`src/rtl/uart_tx_fifo.sv`:
```
// uart_tx_fifo: FIFO-buffered UART transmitter (start, LSB-first data, optional parity, one stop bit).
module uart_tx_fifo #(
  parameter int CLK_FRE     = 50,
  parameter int DATA_WIDTH  = 8,
  parameter int PARITY_ON   = 0,
  parameter int PARITY_TYPE = 0,
  parameter int BAUD_RATE   = 9600,
  parameter int FIFO_DEPTH  = 16
) (
  input  logic                          i_clk_sys,
  input  logic                          i_rst_n,
  input  logic [DATA_WIDTH-1:0]         i_data_tx,
  input  logic                          i_data_valid,
  output logic                          o_data_ready,
  output logic                          o_uart_tx,
  output logic                          o_tx_busy,
  output logic [$clog2(FIFO_DEPTH):0]   o_fifo_count,
  output logic                          o_overflow
);
  localparam int DIV = CLK_FRE * 1000000 / BAUD_RATE;
  localparam int CW  = DIV > 1 ? $clog2(DIV) : 1;
  localparam int AW  = $clog2(FIFO_DEPTH);
  localparam int IW  = DATA_WIDTH > 1 ? $clog2(DATA_WIDTH) : 1;
  localparam logic [2:0] S_IDLE   = 3'd0;
  localparam logic [2:0] S_START  = 3'd1;
  localparam logic [2:0] S_DATA   = 3'd2;
  localparam logic [2:0] S_PARITY = 3'd3;
  localparam logic [2:0] S_STOP   = 3'd4;

  logic [DATA_WIDTH-1:0] r_mem [FIFO_DEPTH];
  logic [AW-1:0]         r_wptr, r_rptr;
  logic [AW:0]           r_count;
  logic [2:0]            r_state;
  logic [CW-1:0]         r_div;
  logic [IW-1:0]         r_idx;
  logic [DATA_WIDTH-1:0] r_shift;
  logic                  r_par, r_tx, r_ovf;
  logic                  w_push, w_pop, w_tick, w_par;
  logic [DATA_WIDTH-1:0] w_head, w_shift_nx;

  assign w_head       = r_mem[r_rptr];
  assign w_par        = ^w_head ^ (PARITY_TYPE != 0);
  assign o_data_ready = r_count != (AW+1)'(FIFO_DEPTH);
  assign w_push       = i_data_valid && o_data_ready;
  assign w_tick       = r_div == CW'(DIV - 1);
  // Pop when idle, or exactly as a stop bit ends so the next start follows with no gap
  assign w_pop        = r_count != '0 && (r_state == S_IDLE || (r_state == S_STOP && w_tick));
  assign w_shift_nx   = r_shift >> 1;
  assign o_uart_tx    = r_tx;
  assign o_tx_busy    = r_state != S_IDLE;
  assign o_fifo_count = r_count;
  assign o_overflow   = r_ovf;

  always_ff @(posedge i_clk_sys)
    if (w_push) r_mem[r_wptr] <= i_data_tx;

  always_ff @(posedge i_clk_sys or negedge i_rst_n) begin
    if (!i_rst_n) begin
      r_wptr  <= '0;
      r_rptr  <= '0;
      r_count <= '0;
      r_ovf   <= 1'b0;
    end else begin
      if (w_push) r_wptr <= r_wptr + AW'(1);
      if (w_pop) r_rptr <= r_rptr + AW'(1);
      if (w_push != w_pop) r_count <= w_push ? r_count + (AW+1)'(1) : r_count - (AW+1)'(1);
      r_ovf <= i_data_valid && !o_data_ready;
    end
  end

  // Line value is registered from the next state so it changes on the same edge as the state
  always_ff @(posedge i_clk_sys or negedge i_rst_n) begin
    if (!i_rst_n) begin
      r_state <= S_IDLE;
      r_div   <= '0;
      r_idx   <= '0;
      r_shift <= '0;
      r_par   <= 1'b0;
      r_tx    <= 1'b1;
    end else begin
      r_div <= (r_state == S_IDLE || w_tick) ? '0 : r_div + CW'(1);
      if (w_pop) begin
        r_shift <= w_head;
        r_par   <= w_par;
      end
      case (r_state)
        S_IDLE: if (w_pop) begin
          r_state <= S_START;
          r_tx    <= 1'b0;
        end
        S_START: if (w_tick) begin
          r_state <= S_DATA;
          r_idx   <= '0;
          r_tx    <= r_shift[0];
        end
        S_DATA: if (w_tick) begin
          if (r_idx == IW'(DATA_WIDTH - 1)) begin
            r_state <= PARITY_ON != 0 ? S_PARITY : S_STOP;
            r_tx    <= PARITY_ON != 0 ? r_par : 1'b1;
          end else begin
            r_idx   <= r_idx + IW'(1);
            r_shift <= w_shift_nx;
            r_tx    <= w_shift_nx[0];
          end
        end
        S_PARITY: if (w_tick) begin
          r_state <= S_STOP;
          r_tx    <= 1'b1;
        end
        S_STOP: if (w_tick) begin
          r_state <= w_pop ? S_START : S_IDLE;
          r_tx    <= !w_pop;
        end
        default: begin
          r_state <= S_IDLE;
          r_tx    <= 1'b1;
        end
      endcase
    end
  end
endmodule

```
`config.mk`:
```
export PLATFORM = sky130hd
export DESIGN_NAME = uart_tx_fifo
export DESIGN_NICKNAME = d
export VERILOG_FILES = /design/src/rtl/uart_tx_fifo.sv
export SDC_FILE = /design/constraint.sdc
export NUM_CORES = 1
export LEC_CHECK = 0
export BUFFER_PORTS_ARGS = -buffer_cell sky130_fd_sc_hd__buf_2
export CAP_MARGIN = 20
export CELL_PAD_IN_SITES_DETAIL_PLACEMENT = 0
export CELL_PAD_IN_SITES_GLOBAL_PLACEMENT = 2
export CORE_MARGIN = 2
export CORE_UTILIZATION = 25
export DETAILED_ROUTE_END_ITERATION = 8
export PLACE_DENSITY_LB_ADDON = 0.1
export SLEW_MARGIN = 40
export SYNTH_ARGS = -nofsm -noshare
export SYNTH_HDL_FRONTEND = slang
export SYNTH_SLANG_ARGS = --single-unit
```
`constraint.sdc`:
```
create_clock -name i_clk_sys -period 4.62 [get_ports i_clk_sys]
set_clock_uncertainty 0.1 [all_clocks]
set_input_delay 0.924 -clock i_clk_sys [delete_from_list [all_inputs] [get_ports i_clk_sys]]
set_output_delay 0.924 -clock i_clk_sys [all_outputs]
set_load 0.02 [all_outputs]
```
Word-level counts from Yosys, hierarchy flattened
Memories as Yosys holds them, arrays and structs flattened.
Cells that the tools add are included.
Word-level totals
  register bits: 42
  memory bits (writable): 128
  output and inout port bits: 9
  word-level logic and storage cells: 73
  memories: 1
Operators by class
  $add $sub $neg: 6
  equal/unequal tests: 15
  mux-type cells: 27
  reduce and logical (&&, ||, !) cells: 15
Memory list
  r_mem: words 16, width 8, read ports 1, clocked after Yosys merged registers in 0, write ports 1, RTL line 30  | logic [DATA_WIDTH-1:0] r_mem [FIFO_DEPTH];
Operators with widths (count)
  8-bit 2-to-1 mux: 4
  3-bit 2-to-1 mux: 9
  3-bit one-hot mux with 5 select lines: 1
  2-bit inequality test, second input constant: 7
  13-bit by 1-bit adder with 13-bit output, second input constant: 1
  13-bit equality test, second input constant: 1
  13-bit 2-to-1 mux: 1
  1-bit 2-to-1 mux: 9
  4-bit by 1-bit adder with 4-bit output, second input constant: 2
  3-bit by 2-bit equality test with 1-bit output, second input constant: 2
  3-bit equality test, second input constant: 2
  3-bit one-hot mux with 2 select lines: 1
  6-bit AND reduction: 1
  5-bit by 1-bit adder with 5-bit output, second input constant: 1
  5-bit 2-to-1 mux: 1
  5-bit inequality test, second input constant: 1
  1-bit one-hot mux with 5 select lines: 1
  5-bit AND reduction: 1
  5-bit nonzero test: 1
  5-bit by 1-bit subtractor with 5-bit output, second input constant: 1
  1-bit logical AND: 4
  4-bit AND reduction: 1
  3-bit by 1-bit adder with 3-bit output, second input constant: 1
  3-bit by 1-bit equality test with 1-bit output, second input constant: 1
  6 further kinds: 8

Logic depth before layout (Yosys ltp)
Gate-level depths: netlist (run 1).
  depth in word-level cells: 8
  mapped depth: 9
  depth with buffers taken out: 9

Worst setup path before layout (run 1)
No wires, ideal clock.
  path kind: input -> register
  start point: input i_data_valid
  end point: register r_count[4] (netlist: o_fifo_count[4])
  arrival: 2.470 ns
  slack: 1.913 ns
  stages on the path: 8
  cell sequence: a21boi_1 inv_1 fa_1 a21o_1 a21oi_1 nor2_1 a22oi_1 xnor2_1
On the way
  word-level cells in the longest chain between the ends: 2
  elaborated cells between the ends (all ways): 3
  classes of those cells: eq/ne: 1; mux: 1; reduce/logical: 1
RTL lines
  start, declared: RTL line 13  | input logic i_data_valid,
  1-bit logical AND (*): RTL line 44  | assign w_push = i_data_valid && o_data_ready;
  5-bit 2-to-1 mux / 1-bit inequality test (equally long branches): RTL line 66  | if (w_push != w_pop) r_count <= w_push ? r_count + (AW+1)'(1) : r_count - (AW+1)'(1);
  end signal, assigned: RTL line 66
  end, declared: RTL line 32  | logic [AW:0] r_count;
Every way passes the cells marked *; elsewhere a longest branch is shown, timed or not.
A chain may end at the register's enable or synchronous reset.

Worst setup path in the final report (run 1)
  start point: register r_count[0] (netlist: o_fifo_count[0])
  end point: register r_count[4] (netlist: o_fifo_count[4])
On the way
  word-level cells in the longest chain between the ends: 3
  elaborated cells between the ends (all ways): 8
  classes of those cells: add/sub: 2; eq/ne: 2; mux: 1; reduce/logical: 3
RTL lines
  branches (longest 3 deep; another with 5-bit by 1-bit subtractor with 5-bit output)
Several ways; the timed one is not identified.

==> summary.txt, run 1 <==
Placed design
  • Input/output buffers: 19
  • Gp weighted congestion: approximately 0.7
  • Pre-CTS WS: 1.52 ns
  • DP Area: a little under 8000 sq um
  • DPL Wire Length: roughly 11 mm

Finish
  • Share of cells above drive strength 1: roughly 23%
  • Core Util, Final: between 20 and 30%
  • Filler cells: a little under 3000
  • Layout area overhead: 15.9%
  • N_diodes: 0
  • Final Instance Area: roughly 8300 sq um
  • Nets: between 400 and 500

Global route
  • Largest net degree at the start of global routing: 43
  • GRT overflow: 0
  • GRT Util Overall: roughly an eighth
  • Global-route wire length before repair: 26.1 mm
  • Initial antenna violation count: 0
  • Vias in the first global route: 4027

CTS
  • Clock net sink count: 170
  • Root Buffer: clkbuf_16
  • Setup Fix Bufs, Post-CTS: 0
  • CTS max path bufs: 2
  • CTS resizes: 0
  • Cts hold-fix bufs: 0
  • # H-tree levels: 4
  • Clk_lat worst skew: 0.44 ns
  • Clock transition at the registers of the reported paths: approximately 0.08 ns
  • TritonCTS clock tree: built
  • TritonCTS buffer count: 17

Critical path
  • WS Path Type: flop to flop
  • Worst path max stage delay: between 0.4 and 0.5 ns
  • Worst r2r src: o_fifo_count[0]
  • CP max-delay cell: dfrtp_1
  • Worst-path cell chain: nor4_1 -> a21boi_1 -> buf_4 -> inv_1 -> ha_1 -> a21o_1 -> a21oi_1 -> nor2_1 -> a22oi_1 -> xnor2_1
  • Worst path required time: a little under 5 ns
  • R2R Setup Slk: about 1.9 ns
  • Worst-path fanout max: 13
  • Crit start category: flop
  • Worst Path Arrival: about 3 ns
  • Setup crit start: o_fifo_count[0]
  • Setup crit end kind: flop

Run
  • Max cap viols: 0

STA
  • Fmax: 369 MHz
  • Final Setup Violations: 0
  • Crit path time final: 2.71 ns
  • Measured slew at the worst slew-check pin: ~0.67 ns
  • Final hold violations: 0
  • Final WS setup: roughly 1.9 ns
  • RSZ-0062 raised after global routing: no
  • Slew headroom: about 55%
  • Total negative slack: 0 ns
  • Final Cycle Share: between 50% and 60%
  • Slew Limit Fails: 0

Synth
  • Mapped Nets: between 400 and 500
  • Cells after Synth: 438
  • Count of different cell masters after synthesis: 52
  • Mean post-synth cell area: around 16 sq um
  • Sequential area share after synthesis: 68.1%
  • Number of flops mapped to enable cells by yosys: ~130
  • Synth warn: 0
  • Ys flop type: edfxtp_1
  • Seq cells post-synth: 170
  • Post-synth ARST share: 24.7%
  • Synth Cell Area: about 7200 sq um

Detailed routing
  • Final ANT Viol Nets: 0
  • DR WL/cell: ~20 um
  • Via/cell ratio: between 4 and 5
  • Initial drt markers: between 200 and 250
  • Via count: approximately 3700
  • DRT Pass-1 Iters: 4
  • Routed WL: approximately 17 mm
  • DRC violations left: 0

Pwr
  • Worst vdd ir: roughly 0.00024 V
  • Power Total: 0.00482 W
  • Static leakage: around 2.9 nW
  • Total power per unit cell area: approximately 580 nW/um^2

Floorplan
  • Die ar.: between 30000 and 40000 sq um
  • Core region area: 28500 sq um
  • Die Ht: around 170 um
  • I/O pin count: 20
  • Starting Density: 25.2%
  • Num rows: 62
  • Chip Width: about 170 um

Worst hold path
  • Hold Path Class: primary input to async pin

Run status
  • Status: completed
[cell type report]
type / instances / area, sq um / area share, %
clock buffers: 17 / 425 / 5.10
clock inverters: 15 / 214 / 2.57
inverters: 5 / 18.8 / 0.225
multi-input cells: 241 / 2160 / 25.9
flip-flops and latches: 170 / 4900 / 58.8
well taps: 384 / 480 / 5.76
repair buffers: 24 / 135 / 1.62
[synthesized netlist by cell type (all sizes together) (2+ instances only)]
master / n / area [sq um]
edfxtp: 128 / 3840
dfrtp: 41 / 1030
nand2: 34 / 128
mux4: 32 / 721
nor2: 28 / 105
xnor2: 14 / 130
buf: 13 / 82.6
ha: 11 / 138
and2: 9 / 56.3
clkbuf: 9 / 33.8
mux2: 9 / 101
nand3: 9 / 57.6
a31oi: 8 / 50.1
and3: 7 / 43.8
mux2i: 7 / 70.1
xor2: 7 / 61.3
nor3: 6 / 30.0
o211ai: 6 / 45.0
o21ai: 6 / 41.3
a21oi: 5 / 28.8
and4: 5 / 43.8
inv: 5 / 18.8
or3: 5 / 31.3
a21o: 4 / 30.0
nand4: 4 / 25.0
a22oi: 3 / 22.5
a211oi: 2 / 15.0
a31o: 2 / 17.5
nor2b: 2 / 12.5
nor4: 2 / 12.5
or2: 2 / 12.5
[sequential cells by signal (all words and copies together), names as in the netlist]
register,flops
r_mem,128
r_div,13
r_shift,8
o_fifo_count,5
r_rptr,4
r_wptr,4
r_idx,3
r_state,3
o_overflow,1
o_uart_tx,1
[per-layer routing]
layer	share of wire [%]	global-route usage [%]
met1	49	16.5
met2	47	18.8
met3	2.5	2.11
met4	1.3	3.89
met5	0	0
[logic make-up (layout without fill, tap and decap cells)]
| kind of cell | count (synthesis) | count (layout) | share of synthesized area, % |
|---|---|---|---|
| adders and majority gates | 12 | 12 | 2.19 |
| buffers and inverters | 27 | 61 | 1.88 |
| DFF | 170 | 170 | 68.1 |
| xor gates and xnor gates | 21 | 21 | 2.66 |
| muxes | 48 | 48 | 12.4 |
| and+or+nand+nor | 119 | 119 | 8.75 |
| AOI/OAI and AO/OA | 41 | 41 | 4.07 |
[stage by stage]
step                instances  hold WS (ns)
floorplan                 438         0.354
global placement          824         0.375
detailed placement        824         0.387
CTS                       856         0.396
global route              856         0.418
finish                    856         0.381
[cell usage in the layout, fill, tap and decap left out, drive strengths merged, types with 3 or more instances in the layout]
cell,n
a21o,4
a21oi,5
a22oi,3
a31oi,8
and2,9
and3,7
and4,5
buf,24
clkbuf,17
clkinv,9
dfrtp,41
edfxtp,128
ha,11
inv,11
mux2,9
mux2i,7
mux4,32
nand2,34
nand3,9
nand4,4
nor2,28
nor3,6
o211ai,6
o21ai,6
or3,5
xnor2,14
xor2,7
[final timing paths]
kind / end / cells after the start
min reg2reg: r_idx[1] / 2
max: o_fifo_count[4] / 10
min in group i_clk_sys: r_idx[1] / 2
max reg2reg: o_fifo_count[4] / 10
min: r_div[4] / 1
max in group asynchronous: r_rptr[0] / 1
[worst max-delay path, delay by kind of cell, from the launching register on]
kind                       cells  cell delay (ns)
DFF                            1             0.47
buffers and inverters          2             0.43
xor gates and xnor gates       1             0.14
and+or+nand+nor                2             0.51
AOI/OAI and AO/OA              4             0.67
adders and majority gates      1             0.32
[power breakdown]
part | switching (W) | leakage, nW | internal (W)
sequential | 0.000303 | 1.69 | 0.00188
combinational | 0.000583 | 0.884 | 0.000561
clock | 0.000738 | 0.306 | 0.000752
total | 0.00162 | 2.87 | 0.00319
Power figures use the tool's default switching activity.
==> run 2, diff against run 1 <==
clock period = 2.7 ns   (was 4.62 ns; I/O delays follow)
==> run 2 against run 1 <==
  * Wire length rose by 1.7%
  * Via count rose by 4.1%
  * Maximum frequency rose by 15%
  * Power rose by 73%
  * Final cell count rose by 2.7%
  * Largest power group unchanged
  * Highest routed layer unchanged
==> summary.txt, run 2 (same netlist as run 1, synthesis figures left out) <==
Finish
  • Top flop regs: r_mem (128), r_div (13), r_shift (8)
  • Final Instance Area: approximately 8500 sq um
  • N_diodes: 0
  • Layout area overhead: 18.2%
  • Nets: just over 500
  • Share of cells above drive strength 1: between 20% and 30%
  • Finished Layout Cells: 879
  • Most common cell after layout, fill and taps aside: edfxtp_1
  • Largest register by flop count: r_mem
  • Commonest cells after routing, fill and taps aside: edfxtp_1 (128), dfrtp_1 (40), nand2_1 (34)
  • Max reg flops: ~130

Floorplan
  • Die Ht: 174 um
  • Die ar.: slightly above 30000 sq um
  • I/O pin count: 20
  • Core region area: 28500 sq um
  • Starting Density: 25.2%
  • Num rows: 62
  • Chip Width: 174 um

CTS
  • TritonCTS buffer count: 17
  • TritonCTS clock tree: built
  • Clk_lat worst skew: 0.43 ns
  • # H-tree levels: 4
  • CTS max path bufs: 2
  • Clock net sink count: 170
  • Setup Fix Bufs, Post-CTS: 0
  • Root Buffer: clkbuf_16
  • Clock transition at the registers of the reported paths: about 0.070 ns

Global route
  • GRT overflow: 0
  • Initial antenna violation count: 0
  • Vias in the first global route: between 4000 and 5000
  • GRT Util Overall: a little under an eighth
  • Global-route wire length before repair: approximately 26 mm
  • Largest net degree at the start of global routing: 32

STA
  • Final Cycle Share: 87.0%
  • RSZ-0062 raised after global routing: no
  • Fmax: roughly 430 MHz
  • Crit path time final: approximately 2.3 ns
  • Final hold violations: 0
  • Final Setup Violations: 0
  • Worst hold slack: 0.279 ns
  • Measured slew at the worst slew-check pin: roughly 0.56 ns
  • Total negative slack: 0 ns
  • Slew headroom: ~62%
  • Slew Limit Fails: 0

Critical path
  • Worst path required time: ~2.9 ns
  • Worst r2r src: o_fifo_count[0]
  • R2R Setup Slk: around 0.35 ns
  • Worst-path fanout max: 7
  • Setup crit end kind: flop
  • Reg2Reg Depth: 8
  • Crit start category: flop
  • Reg2reg end: o_fifo_count[3]
  • Worst Path Arrival: ~2.6 ns
  • WS Path Type: flop to flop

Worst hold path
  • Hold path start: i_data_valid
  • Hold Path Class: primary input to flop
  • Worst Hold End: o_overflow
  • Hold Path Depth: 2

Detailed routing
  • Via/cell ratio: roughly 4.4
  • Routed WL: about 17 mm
  • DR WL/cell: approximately 20 um
  • Final ANT Viol Nets: 0
  • DRC violations left: 0
  • Via count: 3897
  • Initial drt markers: between 150 and 200
  • DRT Pass-1 Iters: 4

Placed design
  • DPL Wire Length: 10.9 mm
  • DP Area: 7900 sq um
  • Gp weighted congestion: approximately 0.7
  • Post-placement cell count: between 800 and 900
  • Input/output buffers: 19

Run
  • Max cap viols: 0

Pwr
  • Static leakage: about 3.0 nW
  • Power Total: approximately 0.0083 W
  • Worst vdd ir: approximately 0.00033 V
  • Total power per unit cell area: 979 nW/um^2

Run status
  • Status: completed
## run 2: changes by cell type in the layout (fill, tap and decap cells not counted), moves of 2 or more
cell | previous run | this run
inv_6 | 1 | 5
buf_12 | 0 | 3
clkinv_8 | 8 | 1
bufinv_16 | 0 | 2
clkbuf_1 | 0 | 2
inv_12 | 2 | 0
buf_4 | 6 | 25
## run 2: power breakdown
part           switching (W)  internal (W)
Combinational        0.00124       0.00108
Clock                0.00111       0.00140
Sequential          0.000275       0.00322
Total                0.00263       0.00570
## run 2: cell type report
cell class	count	area [sq um]
clock buffers	19	433
fillers	2887	20000
clock inverters	13	160
repair buffers	47	348
well taps	384	480
multi-input cells	241	2170
flip-flops and latches	170	4900
inverters	5	18.8
## run 2: worst max-delay path, stage by stage (launching register included)
cell and delay [ns]:
dfrtp_1 0.41, nor4_2 0.36, a21boi_1 0.14, inv_1 0.21, ha_1 0.28, a21o_1 0.16
a21oi_1 0.19, xnor2_1 0.08, mux2_1 0.28
## run 2: through the flow
step,util (%),setup WS [ns]
after global routing,29.8,0.143
after detailed placement,27.7,0.240
final,29.8,0.352
after floorplan,-,0.234
after CTS,29.7,0.236
after global placement,27.7,0.309
## run 2: worst max-delay path by stage
stage,start,to,slack (ns),depth (start not counted)
2_1_floorplan,o_fifo_count[0],o_fifo_count[4],0.23,9
3_3_place_gp,o_fifo_count[0],o_fifo_count[4],0.31,9
3_5_place_dp,o_fifo_count[3],o_fifo_count[3],0.24,8
4_1_cts,o_fifo_count[3],o_fifo_count[4],0.24,9
5_1_grt,o_fifo_count[0],o_fifo_count[4],0.14,9
6_report,o_fifo_count[0],o_fifo_count[3],0.35,8
## run 2: repair_timing
action                                  4_1_cts  5_1_grt
endpoints found under the setup margin        0        1
gates resized for setup                       0        1
hold buffers                                  0        1
hold endpoints to repair                      0       27
## run 2: routing by layer
metal / vias up / routed length, um / global-route usage [%]
met4: 0 / 216 / 3.64
met5: - / 0 / 0
met1: 2052 / 8650 / 16.8
met2: 58 / 7760 / 18.3
li1: 1770 / - / -
met3: 17 / 447 / 2.61
